===== config.mk =====
export PLATFORM = sky130hd
export DESIGN_NAME = usbf_tx_seq
export DESIGN_NICKNAME = d
export VERILOG_FILES = /design/src/rtl/usbf_tx_seq_pkg.sv /design/src/rtl/usbf_tx_seq.sv
export SDC_FILE = /design/constraint.sdc
export NUM_CORES = 1
export LEC_CHECK = 0
export BUFFER_PORTS_ARGS = -buffer_cell sky130_fd_sc_hd__buf_2
export CAP_MARGIN = 0
export CORE_ASPECT_RATIO = 1.5
export CORE_UTILIZATION = 50
export DETAILED_ROUTE_END_ITERATION = 8
export PLACE_DENSITY = 0.86
export SLEW_MARGIN = 0
export SYNTH_ARGS = -nofsm -noshare
export SYNTH_HDL_FRONTEND = slang
export SYNTH_SLANG_ARGS = --single-unit

===== constraint.sdc =====
create_clock -name phy_clk_i -period 6.4 [get_ports phy_clk_i]
set_input_delay 1.28 -clock phy_clk_i [delete_from_list [all_inputs] [get_ports phy_clk_i]]
set_output_delay 1.28 -clock phy_clk_i [all_outputs]
set_load 0.05 [all_outputs]

===== src/rtl/usbf_tx_seq_pkg.sv =====
// Shared definitions for the USB function IN-packet TX sequencer.
// State encodings are fixed values so they match existing register dumps.
package usbf_tx_seq_pkg;

    typedef logic [1:0] tx_state_t;

    localparam tx_state_t ST_IDLE = 2'd0;
    localparam tx_state_t ST_RUN  = 2'd1;
    localparam tx_state_t ST_DONE = 2'd2;

    localparam int MPS_W_DEF = 11;

endpackage


===== src/rtl/usbf_tx_seq.sv =====
// Drains one IN packet from the selected endpoint TX FIFO into a valid/ready byte stream.
// Optional ready-stall watchdog enabled by defining USBF_TX_SEQ_TIMEOUT_EN.
module usbf_tx_seq
    import usbf_tx_seq_pkg::*;
#(
    parameter int EP_NUM  = 4,
    parameter int DATA_W  = 8,
    parameter int MPS_W   = MPS_W_DEF,
    parameter int EP_W    = 2,
    parameter int TIMEOUT = 1023
) (
    input  logic                     phy_clk_i,
    input  logic                     rstn_i,
    input  logic                     start_i,
    input  logic [EP_W-1:0]          ep_sel_i,
    input  logic [MPS_W-1:0]         mps_i,
    input  logic                     abort_i,
    input  logic [EP_NUM-1:0]        tx_empty_i,
    input  logic [DATA_W*EP_NUM-1:0] tx_data_i,
    output logic [EP_NUM-1:0]        rd_req_o,
    output logic                     out_valid_o,
    output logic [DATA_W-1:0]        out_data_o,
    output logic                     out_last_o,
    input  logic                     out_ready_i,
    output logic                     busy_o,
    output logic                     done_o,
    output logic                     zlp_o,
    output logic [MPS_W-1:0]         byte_cnt_o,
    output logic                     timeout_o
);

    tx_state_t         state_q;
    logic [EP_W-1:0]   sel_q;
    logic [MPS_W-1:0]  mps_q;
    logic [MPS_W-1:0]  fetched_q;
    logic [MPS_W-1:0]  sent_q;
    logic              out_valid_q;
    logic [DATA_W-1:0] out_data_q;

    logic              sel_valid;
    logic              fifo_empty;
    logic [DATA_W-1:0] head_byte;
    logic              run;
    logic              last;
    logic              handshake;
    logic              pop;
    logic              zlp_go;
    logic              timeout_hit;
    logic              abort_eff;

    // An out-of-range endpoint looks like a permanently empty FIFO, so it ends as a ZLP.
    assign sel_valid  = int'(sel_q) < EP_NUM;
    assign fifo_empty = sel_valid ? tx_empty_i[sel_q] : 1'b1;
    assign head_byte  = sel_valid ? tx_data_i[int'(sel_q)*DATA_W +: DATA_W] : '0;

    assign run       = (state_q == ST_RUN);
    assign abort_eff = abort_i | timeout_hit;
    assign last      = out_valid_q && ((fetched_q == mps_q) || fifo_empty);
    assign handshake = out_valid_q && out_ready_i;

    // Refill the output register when it is empty or is being drained by a non-final byte.
    assign pop = run && !abort_eff && sel_valid && !fifo_empty && (fetched_q < mps_q) &&
                 (!out_valid_q || (out_ready_i && !last));

    assign zlp_go = run && !abort_eff && (fetched_q == '0) && !out_valid_q &&
                    ((mps_q == '0) || fifo_empty);

    // NOTE: every combinationally assigned signal gets a default first so no latch is inferred.
    always_comb begin
        rd_req_o = '0;
        if (pop) begin
            rd_req_o[sel_q] = 1'b1;
        end
    end

    // NOTE: sequential state uses non-blocking assignments so all registers update together.
    always_ff @(posedge phy_clk_i or negedge rstn_i) begin
        if (!rstn_i) begin
            state_q     <= ST_IDLE;
            sel_q       <= '0;
            mps_q       <= '0;
            fetched_q   <= '0;
            sent_q      <= '0;
            out_valid_q <= 1'b0;
            out_data_q  <= '0;
        end else if (abort_eff) begin
            state_q     <= ST_IDLE;
            out_valid_q <= 1'b0;
        end else begin
            case (state_q)
                ST_IDLE: begin
                    if (start_i) begin
                        sel_q     <= ep_sel_i;
                        mps_q     <= mps_i;
                        fetched_q <= '0;
                        sent_q    <= '0;
                        state_q   <= ST_RUN;
                    end
                end
                ST_RUN: begin
                    if (pop) begin
                        out_data_q  <= head_byte;
                        fetched_q   <= fetched_q + MPS_W'(1);
                        out_valid_q <= 1'b1;
                    end
                    if (handshake) begin
                        sent_q <= sent_q + MPS_W'(1);
                        if (last) begin
                            out_valid_q <= 1'b0;
                            state_q     <= ST_DONE;
                        end
                    end
                    if (zlp_go) begin
                        state_q <= ST_DONE;
                    end
                end
                ST_DONE: state_q <= ST_IDLE;
                default: state_q <= ST_IDLE;
            endcase
        end
    end

`ifdef USBF_TX_SEQ_TIMEOUT_EN
    localparam int STALL_W = $clog2(TIMEOUT + 1);

    logic [STALL_W-1:0] stall_q;

    // Saturates at TIMEOUT; the cycle it sits there acts as an abort and clears it.
    always_ff @(posedge phy_clk_i or negedge rstn_i) begin
        if (!rstn_i) begin
            stall_q <= '0;
        end else if (!run || !out_valid_q || out_ready_i || abort_eff) begin
            stall_q <= '0;
        end else if (stall_q != STALL_W'(TIMEOUT)) begin
            stall_q <= stall_q + STALL_W'(1);
        end
    end

    assign timeout_hit = run && (stall_q == STALL_W'(TIMEOUT));
`else
    assign timeout_hit = 1'b0;
`endif

    assign out_valid_o = out_valid_q;
    assign out_data_o  = out_data_q;
    assign out_last_o  = last;
    assign busy_o      = (state_q != ST_IDLE);
    assign done_o      = (state_q == ST_DONE);
    assign zlp_o       = done_o && (sent_q == '0);
    assign byte_cnt_o  = sent_q;
    assign timeout_o   = timeout_hit;

endmodule


== After elaboration in Yosys (flattened, before gate mapping) ==
Cells that the tools add are included.

* Add/sub/neg operators: 2
* Order comparisons: 3
* Equality and inequality tests: 9
* Shift operators: 1
* Muxes and demuxes: 21
* Bitwise operators: 1
* Reduce and logical (&&, ||, !) cells: 31

{| class="wikitable"
|+ Operator list
! cell !! count
|-
| one-hot mux 11 bit (2 select lines) || 2
|-
| logical NOT 11 bit || 3
|-
| two-way mux 11 bit || 3
|-
| variable part select 32 x 6 -> 8 bit || 1
|-
| adder 11 x 1 -> 11 bit (second input constant) || 2
|-
| logical AND 1 bit || 12
|-
| equality test 11 bit || 1
|-
| less-than comparator 11 bit || 1
|-
| two-way mux 2 bit || 5
|-
| AND reduction 3 bit || 3
|-
| != test 4 x 2 -> 1 bit (second input constant) || 2
|-
| AND reduction 4 bit || 2
|-
| two-way mux 1 bit || 7
|-
| nonzero test 2 bit || 3
|-
| logical NOT 1 bit || 4
|-
| two-way mux 4 bit || 1
|-
| != test 2 x 1 -> 1 bit (second input constant) || 2
|-
| one-hot mux 2 bit (2 select lines) || 1
|-
| logical OR 1 bit || 3
|-
| less-than comparator 2 x 3 -> 1 bit (second input constant) || 1
|-
| != test 3 bit (second input constant) || 1
|-
| binary-select mux 1 bit (select 2 bit) || 1
|-
| demux 1 bit (select 2 bit) || 1
|-
| equality test 2 x 1 -> 1 bit (second input constant) || 1
|-
| 5 further kinds || 5
|}

* Bits in registers: 46
* Bits of input ports: 54
* Output and inout bits: 29
* Word-level logic and storage cells: 75

== Depth between registers and ports, before layout ==
* Depth after elaboration: 13
* Mapped depth: 10

== Least setup slack after synthesis ==
OpenSTA, ideal clock, no wires.

* Kind: input to output
* From: input tx_empty_i[3]
* To: output rd_req_o[0]
* Data arrival time: 3717 ps
* Slack: 1403 ps
* Stages: 6
* Path buffers: 1
* Cell sequence: mux4_2 > or4_4 > a21oi_4 > nand3_2 > buf_2 > nor3_1

* Longest elaborated chain between the ends: 9
* Elaborated cells on any way between the ends: 12

{| class="wikitable"
|+ Ends and longest elaborated chain
! what !! line !! source
|-
| start, declared || usbf_tx_seq.sv:18 || <nowiki>input logic [EP_NUM-1:0] tx_empty_i,</nowiki>
|-
| binary-select mux 1 bit (select 2 bit) (*) || usbf_tx_seq.sv:53 || <nowiki>assign fifo_empty = sel_valid ? tx_empty_i[sel_q] : 1'b1;</nowiki>
|-
| two-way mux 1 bit (not written as such) (*) || usbf_tx_seq.sv:53 ||
|-
| logical OR 1 bit || usbf_tx_seq.sv:58 || <nowiki>assign last = out_valid_q && ((fetched_q == mps_q) || fifo_empty);</nowiki>
|-
| logical AND 1 bit || usbf_tx_seq.sv:58 ||
|-
| logical NOT 1 bit || usbf_tx_seq.sv:63 || <nowiki>(!out_valid_q || (out_ready_i && !last));</nowiki>
|-
| logical AND 1 bit || usbf_tx_seq.sv:63 ||
|-
| logical OR 1 bit || usbf_tx_seq.sv:63 ||
|-
| logical AND 1 bit (*) || usbf_tx_seq.sv:62 || <nowiki>assign pop = run && !abort_eff && sel_valid && !fifo_empty && (fetched_q < mps_q) &&</nowiki>
|-
| two-way mux 4 bit (*) || usbf_tx_seq.sv:71 || <nowiki>if (pop) begin</nowiki>
|-
| end, declared || usbf_tx_seq.sv:20 || <nowiki>output logic [EP_NUM-1:0] rd_req_o,</nowiki>
|}

Mark *: on every way between the ends. The rest lies on a longest branch, timed or not. The select of a mux whose other input is x is not followed.

== Worst setup path after layout ==
* From: input tx_empty_i[3]
* To: output rd_req_o[3]

Same word-level chain as after synthesis.

==> results.yml <==
detailed_routing:
  wire_per_inst_microns: 15.3
  drc: 0
  drt_iter0_drc: 104
  dr.pass1.iters: 5
  drtAntennaViolNets: 0
  vias_per_cell: 5.75
  dr_total_vias: 2473
  drt-total-wl_microns: 6580
timing:
  period_share: 0.773
  setup-tns-final_ns: 0
  report.final.slew_viol_count: 0
  finClkSkew_ns: 0.00633
  fmax_mhz: 202
  post-route-min-period_ns: 4.95
  tightest_slew_ns: 1.02
  hold_viol: 0
  slew_headroom: 0.320
  setup_violations: 0
  rsz0062_at_grt: "false"
worst_setup_path:
  slowest_delay_ns: 0.61
  crit_buf_inv: 2
  crit-reg2reg-launch: "sel_q[0]"
  path_class: "in2out"
  arrival_ns: 3.67
  crit_path_end_kind: "output pin"
  r2r_slack_ns: 3.21
  critPathTopFamily: "simple AND/OR/NAND/NOR gates"
  cp_cell_sequence: "buf_2 -> mux4_2 -> or4_4 -> a21oi_4 -> and3_1 -> and3_1 -> buf_2"
  rr_endpoint: "fetched_q[5]"
  crit_slowest_cell: "and3_1"
  start_kind: "input pin"
  crit_fanout: 15
  cp.required_ns: 5.12
  reg2reg_depth: 6
grt:
  grt_pass1_wl_microns: 11400
  first_global_vias: 2598
  grt-ovfl-total: 0
  antenna_found_initial: 0
  track_usage: 0.248
  grt_max_degree: 47
die:
  ios: 83
  die-area_sq_um: 5890
  rows: 33
  core_sq_um: 5410
  initial_core_util: 0.516
  die_y_microns: 93.5
  die-width_microns: 63.0
min_path:
  hold_depth: 1
  whs_endpoint: "out_data_o[4]"
  hp-start: "out_data_o[4]"
  holdCritPathClass: "reg2reg"
synthesis:
  synth_flop_cell: "dfrtp_1"
  syn-cell-area_sq_um: 2790
  async_flop_share: 1.00
  synthTopCellsByArea: "dfrtp_1 (41%), ha_1 (6.7%), mux4_2 (4.8%)"
  ys_seq_elements: 46
  synth-edff-count: 0
  synth_cells: 284
  avgSynthCellArea_sq_um: 9.83
  yosysWarnings: 0
  yosys.area.top_type_share: 0.412
  synthesis.nets: 353
  ys_types: 51
  synth_top_cell_by_area: "dfrtp_1"
  ys_seq_area_frac: 0.412
finish:
  fin_area_sq_um: 3330
  drive_gt1_frac: 0.283
  nNetsFinal: 428
  syn_to_final_growth_pct: 19.2
  diodes: 0
placed_design:
  globalplace.congestion: 0.953
  io_buffers: 81
  hpwlAfterDp_microns: 5090
  dpl_cell_area_sq_um: 3220
run:
  cap_violations: 0
clocking:
  post-cts-setup-buffers: 0
  cts.reportedPaths.clkPinSlew_ns: 0.08
  cts.repair.resized: 0
  clock_path_buffers: 2
  cts_tree: "yes"
  clockRootBuffer: "clkbuf_8"
  numCtsBuffers: 5
  insertion_delay_ns: 0.30
  cts_sinks: 46
  h-tree-depth: 2
  ctsHoldBuffers: 0
power:
  pwr_density_cell_nw_per_um2: 349
  p_leak_uw: 0.00162
  ir_drop_mv: 0.269
outcome:
  status: "complete, no violations"
-- stage by stage --
stage                     cells  hold slack, ns  power (uW)   util  setup WS, ns
final                       430           0.490        1160  0.615          1.45
after global routing        430           0.517        1240  0.615          1.35
after CTS                   430           0.493        1170  0.615          1.47
after detailed placement    422           0.473         951  0.595          1.48
after global placement      422           0.465         929  0.595          1.51
after floorplan             284           0.476         824      -          1.40
-- routing by layer --
layer | vias up | track usage | part of all wire
met5 | - | 0 | 0
met1 | 1197 | 0.249 | 0.37
met2 | 86 | 0.487 | 0.57
met3 | 16 | 0.0378 | 0.036
met4 | 0 | 0.114 | 0.026
li1 | 1174 | - | -
-- cells in the mapped netlist (all sizes together) (8+ instances only) --
library cell,n
dfrtp,46
nand2,30
o21ai,22
inv,20
ha,15
nor2,15
nand3,14
a21oi,10
mux2,9
mux4,9
nor3,9
and3,8
clkbuf,8
-- power breakdown --
part | total [uW] | switching [uW] | internal [uW]
clock | 213 | 95.6 | 117
sequential | 466 | 98.9 | 367
combinational | 481 | 300 | 181
-- worst register-to-register path, delay by kind of cell (launching register included) --
kind | cells | cell delay (ns)
DFF | 1 | 0.75
AOI/OAI and AO/OA | 2 | 0.37
and+or+nand+nor | 3 | 1.34
muxes | 1 | 0.64
-- cell type report --
class	instances	area (sq um)
inverter	20	75.1
sequential	46	1150
multi-input combinational	204	1490
fill	460	2080
tap	70	87.6
clock inverter	1	30.0
timing repair buffer	82	413
clock buffer	7	76.3
-- flip-flops by register name (all words and copies together), names as in the netlist --
register     cells
byte_cnt_o      11
fetched_q       11
mps_q           11
out_data_o       8
sel_q            2
state_q          2
out_valid_o      1
-- cells by family (layout without fill, tap and decap cells) --
family                   Yosys count  after routing  share of synthesized area
AND/OR/NAND/NOR                  108            108                      0.202
AO/OA/AOI/OAI                     57             57                      0.134
flip-flops                        46             46                      0.412
buffers and inverters             34            110                     0.0542
multiplexers                      18             18                      0.113
adder cells (fa/ha/maj)           15             15                     0.0672
XOR/XNOR                           5              5                     0.0157
other                              1              1                    0.00134
-- worst max path at each step --
stage                  start          end  cells after the start
2_1_floorplan  tx_empty_i[3]  rd_req_o[0]                      6
3_3_place_gp   tx_empty_i[3]  rd_req_o[3]                      7
3_5_place_dp   tx_empty_i[3]  rd_req_o[1]                      8
4_1_cts        tx_empty_i[3]  rd_req_o[1]                      8
5_1_grt        tx_empty_i[3]  rd_req_o[1]                      8
6_report       tx_empty_i[3]  rd_req_o[3]                      7
-- cell usage in the layout, fill, tap and decap left out, types with 8 or more instances in the layout --
cell      n
buf_2    81
mux2_1    8
and3_1    8
nor3_1    8
inv_1    20
nand2_1  30
nor2_1   15
ha_1     15
o21ai_0  20
a21oi_1   9
dfrtp_1  46
nand3_1  12
No activity file was read; power rests on OpenSTA's default activity.
